## src/rtl/sync_fifo_flags.sv

```systemverilog
// sync_fifo_flags
// ---------------
// Single-clock elastic buffer with occupancy count, programmable almost-full /
// almost-empty thresholds and sticky overflow / underflow error flags.
//
// Build option:
//   SYNC_FIFO_FWFT_EN  defined   -> first-word-fall-through: data_out shows the
//                                   head word combinationally while !empty and
//                                   rd pops it.
//                      undefined -> registered read: data_out is loaded with the
//                                   head word on the edge that accepts rd.
//
// Parameters:
//   width      data word width (>= 1)
//   depth      number of entries (power of two, >= 2)
//   af_thresh  almost_full  when count >= af_thresh (1..depth)
//   ae_thresh  almost_empty when count <= ae_thresh (0..depth-1)
//
// Ports:
//   clk           rising-edge clock
//   rst           synchronous active-high reset
//   wr, data_in   write request and data
//   rd, data_out  read request and data
//   full, empty, almost_full, almost_empty   status decoded from count
//   count         occupancy 0..depth
//   overflow      sticky: a write was rejected
//   underflow     sticky: a read was rejected
//   clr_err       clears both sticky flags (a new error in the same cycle wins)
module sync_fifo_flags #(
  parameter int unsigned width     = 8,
  parameter int unsigned depth     = 16,
  parameter int unsigned af_thresh = 14,
  parameter int unsigned ae_thresh = 2
) (
  input  logic                    clk,
  input  logic                    rst,
  input  logic                    wr,
  input  logic [width-1:0]        data_in,
  input  logic                    rd,
  output logic [width-1:0]        data_out,
  output logic                    full,
  output logic                    empty,
  output logic                    almost_full,
  output logic                    almost_empty,
  output logic [$clog2(depth):0]  count,
  output logic                    overflow,
  output logic                    underflow,
  input  logic                    clr_err
);

  localparam int unsigned AW = $clog2(depth);
  localparam int unsigned PW = AW + 1;

  localparam logic [PW-1:0] DEPTH_C = PW'(depth);
  localparam logic [PW-1:0] AF_C    = PW'(af_thresh);
  localparam logic [PW-1:0] AE_C    = PW'(ae_thresh);

  // Elaboration-time guard against illegal configurations.
  if (width < 1) begin : g_bad_width
    $error("sync_fifo_flags: width must be >= 1");
  end
  if (depth < 2 || (depth & (depth - 1)) != 0) begin : g_bad_depth
    $error("sync_fifo_flags: depth must be a power of two >= 2");
  end
  if (af_thresh < 1 || af_thresh > depth) begin : g_bad_af
    $error("sync_fifo_flags: af_thresh must be in 1..depth");
  end
  if (ae_thresh >= depth) begin : g_bad_ae
    $error("sync_fifo_flags: ae_thresh must be in 0..depth-1");
  end

  // Storage and state
  logic [width-1:0] mem_q [depth];

  logic [PW-1:0] wr_ptr_q, wr_ptr_d;
  logic [PW-1:0] rd_ptr_q, rd_ptr_d;
  logic [PW-1:0] count_q,  count_d;
  logic          ovf_q,    ovf_d;
  logic          unf_q,    unf_d;

  logic          wr_acc;
  logic          rd_acc;
  logic [AW-1:0] wr_addr;
  logic [AW-1:0] rd_addr;

  assign wr_addr = wr_ptr_q[AW-1:0];
  assign rd_addr = rd_ptr_q[AW-1:0];

  // Status decode from the registered count
  assign empty        = (count_q == '0);
  assign full         = (count_q == DEPTH_C);
  assign almost_full  = (count_q >= AF_C);
  assign almost_empty = (count_q <= AE_C);
  assign count        = count_q;
  assign overflow     = ovf_q;
  assign underflow    = unf_q;

  // A write into a full FIFO is still accepted when a read frees the head
  // slot on the same edge; the read samples the old word before the write
  // lands, because both use non-blocking updates of the same slot.
  assign rd_acc = rd && !empty;
  assign wr_acc = wr && (!full || rd_acc);

  always_comb begin
    wr_ptr_d = wr_ptr_q;
    rd_ptr_d = rd_ptr_q;
    count_d  = count_q;

    if (wr_acc) begin
      wr_ptr_d = wr_ptr_q + PW'(1);
    end
    if (rd_acc) begin
      rd_ptr_d = rd_ptr_q + PW'(1);
    end

    unique case ({wr_acc, rd_acc})
      2'b10:   count_d = count_q + PW'(1);
      2'b01:   count_d = count_q - PW'(1);
      default: count_d = count_q;
    endcase
  end

  // Sticky errors: a new error in the clearing cycle keeps the flag set.
  always_comb begin
    ovf_d = (ovf_q && !clr_err) || (wr && !wr_acc);
    unf_d = (unf_q && !clr_err) || (rd && !rd_acc);
  end

  always_ff @(posedge clk) begin
    if (rst) begin
      wr_ptr_q <= '0;
      rd_ptr_q <= '0;
      count_q  <= '0;
      ovf_q    <= 1'b0;
      unf_q    <= 1'b0;
    end else begin
      wr_ptr_q <= wr_ptr_d;
      rd_ptr_q <= rd_ptr_d;
      count_q  <= count_d;
      ovf_q    <= ovf_d;
      unf_q    <= unf_d;
    end
  end

  // Memory is not cleared on reset; stale words become unreachable once the
  // pointers return to zero.
  always_ff @(posedge clk) begin
    if (!rst && wr_acc) begin
      mem_q[wr_addr] <= data_in;
    end
  end

`ifdef SYNC_FIFO_FWFT_EN
  // Head word presented combinationally; meaningless while empty.
  assign data_out = mem_q[rd_addr];
`else
  logic [width-1:0] dout_q;

  always_ff @(posedge clk) begin
    if (rst) begin
      dout_q <= '0;
    end else if (rd_acc) begin
      dout_q <= mem_q[rd_addr];
    end
  end

  assign data_out = dout_q;
`endif

endmodule

```

## config.mk

```make
export PLATFORM = sky130hd
export DESIGN_NAME = sync_fifo_flags
export DESIGN_NICKNAME = d
export VERILOG_FILES = /design/src/rtl/sync_fifo_flags.sv
export SDC_FILE = /design/constraint.sdc
export NUM_CORES = 1
export LEC_CHECK = 0
export ABC_AREA = 1
export CAP_MARGIN = 10
export CORE_MARGIN = 2
export CORE_UTILIZATION = 60
export CTS_BUF_LIST = sky130_fd_sc_hd__clkbuf_16
export CTS_CLUSTER_DIAMETER = 100
export DETAILED_ROUTE_END_ITERATION = 10
export HOLD_SLACK_MARGIN = 0.1
export PLACE_DENSITY = 0.79
export SYNTH_ARGS = -nofsm -noshare
export SYNTH_HDL_FRONTEND = slang
export SYNTH_SLANG_ARGS = --single-unit
```

## constraint.sdc

```tcl
create_clock -name clk -period 2.6 [get_ports clk]
set_clock_uncertainty 0.1 [all_clocks]
set_input_delay 0.39 -clock clk [delete_from_list [all_inputs] [get_ports clk]]
set_output_delay 0.39 -clock clk [all_outputs]
set_load 0.05 [all_outputs]
```

==> out/qor.yml <==
p_sw_mw: 2.443
post_cts_buffers: 0
drive_above_1_share_pct: 9.166
cts_buffers: 17
htreeDepth: 4
hpwl_mm: 9.402
rr_startpoint: "count[2]"
crit_cells: 4
syn-num-nets: 695
holdPathStages: 2
cp.arrival_ns: 2.04
tightest_slew_ns: 0.7930
clkPwrFrac_pct: 33.6
root_buffer: "clkbuf_16"
ys_seq_area_share_pct: 64.67
avgSynthCellArea_um2: 9.889
status: "complete, no violations"
place_area_um2: 7157
wl_per_cell_um: 17.06
ctsHoldBuffers: 0
max_stage_delay_ns: 0.80
min_to: "overflow"
antenna_found_initial: 0
met1Wirelength_mm: 5.970
drt-initial-drc-count: 426
worst-path-buf-inv: 2
top_layer: "met4"
cts_tree: "done"
r2r_setup_slack_ns: 0.37
gp_congestion: 0.8773
crit_required_ns: 2.11
start_kind: "flop"
synth_cell_types: 30
fmax_mhz: 395.7
reg2reg_to: "count[4]"
dr.pass1.iters: 5
critical-path-top-delay-family: "buffers and inverters"
cpMaxStageDelayCell: "clkdlybuf4s50_1"
core_area_um2: 10840
grt_max_degree: 66
io-pin-count: 32
antenna_cells: 0
pwr-share-comb_pct: 27.4
holdCritPathClass: "reg -> reg"
internal-power_mw: 4.830
setup_tns_ns: 0
fin_crit_sh_pct: 97.20
swShare_pct: 33.59
crit_fanout: 5
pwr-share-seq_pct: 39.0
die_h_um: 109.3
drv_slew: 0
finalCriticalPeriod_ns: 2.527
ys_ff_latch: 151
power_mw: 7.273
rsz0062_at_grt: "no"
nFillCells: 778
p_leak_nw: 3.277
finalWorstSetupSlack_ns: 0.07281
clk_pin_slew_worst_paths_ns: 0.06
cts_sinks: 151
whs_ns: 0.3682
grtUsageTotal_pct: 27.18
area_delta_synth_final_pct: 16.43
setup_viol_count_final: 0
drcViolationCount: 0
ff2ff_path_depth: 13
clock_path_buffers: 2
start_util_pct: 61.39
met2_length_mm: 7.431
ant_nets: 0
crit_type: "reg -> out"
vias: 4749
cp-end-kind: "output port"
port-buffer-count: 31
syn_area_um2: 6655
min_from: "overflow"
clock_latency_ns: 0.43
synthCells: 673
wl_met3_mm: 1.149
grt_pass1_vias: 4710
yosys_warnings: 0
drt-total-wl_mm: 14.86
nets: 740
powerDensity_nw_per_um2: 938.6
pre_cts_ws_ns: 0.1567
num_rows: 38
relSlewSlack_pct: 46.96
max-vdd-ir-drop_mv: 0.9544
viasPerCell: 5.452
grt-ovfl-total: 0
grt_pass1_wl_mm: 23.19
die-area_um2: 11950
stdcell_area_um2: 7749
maxCapViolCount: 0
crit_chain: "nor2_4, nand3_2, inv_1, clkdlybuf4s50_1"
finalHoldViolations: 0
die_width_um: 109.3
## worst reg2reg max path, stage by stage (launching register included)
cell and delay (ns):
dfxtp_1 0.40, nor2_4 0.17, nand3_2 0.14, nand2_4 0.12, inv_2 0.04, nand2_1 0.13, inv_1 0.11, ha_1 0.33
a21oi_1 0.20, nand3_1 0.09, nand2_1 0.10, nand3_1 0.08, nand2_1 0.07, nor2_1 0.04
## sequential cells by signal, indices dropped and copies added, names as in the netlist
name / count
wr_ptr_q: 4
underflow: 1
data_out: 8
mem_q: 128
count: 5
overflow: 1
rd_ptr_q: 4
## synth_stat cells
master | n | share of area (%)
nand2_1 | 185 | 10
a21oi_2 | 1 | 0.13
nor2_4 | 1 | 0.17
inv_2 | 4 | 0.23
nand2_2 | 3 | 0.28
a21oi_1 | 11 | 0.83
xnor2_1 | 1 | 0.13
clkinv_1 | 2 | 0.11
nand3_4 | 1 | 0.26
ha_1 | 8 | 1.5
nand3b_1 | 1 | 0.11
nand3_2 | 1 | 0.15
o21ai_1 | 4 | 0.30
buf_4 | 5 | 0.56
edfxtp_1 | 128 | 58
nor2_1 | 60 | 3.4
xor2_1 | 1 | 0.13
nand2_4 | 1 | 0.17
nand3_1 | 100 | 7.5
nor3_1 | 2 | 0.15
buf_2 | 13 | 0.98
clkbuf_1 | 7 | 0.39
buf_6 | 3 | 0.51
o21ai_0 | 15 | 1.1
buf_8 | 1 | 0.23
fa_1 | 1 | 0.30
dfxtp_1 | 23 | 6.9
o21ai_2 | 1 | 0.13
inv_1 | 87 | 4.9
nor2_2 | 2 | 0.19
## power by group through the flow
stage | clock, mW | combinational [mW] | sequential, mW
4_1_cts | 2.45 | 1.98 | 2.84
6_report | 2.44 | 1.99 | 2.84
3_3_place_gp | 0 | 1.89 | 2.88
2_1_floorplan | 0 | 1.17 | 3.11
3_5_place_dp | 0 | 1.94 | 2.89
5_1_grt | 2.58 | 2.16 | 2.85
## worst max-delay path by stage
stage | startpoint | endpoint | slack, ns
global placement | rd | count[4] | 0.23
finish | count[2] | empty | 0.07
floorplan | count[4] | count[4] | 0.34
global route | count[0] | empty | 0.02
CTS | count[0] | full | 0.04
detailed placement | rd | count[4] | 0.16
## cells in the final DEF (no fill, tap or decap)
master	instances
nand2_1	185
edfxtp_1	128
nand3_1	100
inv_1	91
nor2_1	60
clkdlybuf4s50_1	30
buf_4	23
dfxtp_1	22
clkbuf_16	17
o21ai_0	15
a21oi_1	11
ha_1	8
inv_2	4
o21ai_1	4
nand2_2	3
clkinv_1	3
bufinv_16	3
nor2_2	2
nor3_1	2
inv_6	2
clkinv_4	2
clkinvlp_4	2
nor2_4	1
nand3_2	1
nand2_4	1
o21ai_2	1
nand3_4	1
a21oi_2	1
xor2_1	1
xnor2_1	1
nand3b_1	1
fa_1	1
clkinv_2	1
dlymetal6s2s_1	1
buf_12	1
dfxtp_2	1
## cell type report
class	instances	area (um2)	area share (%)
sequential	151	4305	55.56
multi-input combinational	400	1824	23.54
timing repair buffer	55	505.5	6.523
clock buffer	17	425.4	5.490
inverter	93	349.1	4.505
tap	140	175.2	2.261
clock inverter	15	163.9	2.115
## through the flow
step           utilization, %  std cells
2_1_floorplan               -        673
3_3_place_gp            66.02        839
3_5_place_dp            66.02        839
4_1_cts                 71.46        871
5_1_grt                 71.48        871
6_report                71.48        871
## routing by layer
| metal | up-vias | GRT usage (%) |
|---|---|---|
| met5 | - | 0 |
| met1 | 2243 | 33.85 |
| met4 | 0 | 10.94 |
| met3 | 34 | 8.951 |
| met2 | 192 | 44.09 |
| li1 | 2280 | - |
## logic make-up after synthesis
group	count (synthesis)	synth area share [%]
XOR/XNOR	2	0.2633
flip-flops	151	64.67
adder cells (fa/ha/maj)	9	1.805
AND/OR/NAND/NOR	357	22.82
buffers and inverters	122	7.915
AO/OA/AOI/OAI	32	2.519
## timing repair
| action | in CTS | in global routing |
|---|---|---|
| endpoints found under the setup margin | 0 | 1 |
| endpoints found under the hold margin | 0 | 0 |
| resized for setup | 0 | 1 |
Power figures use the tool's default switching activity.
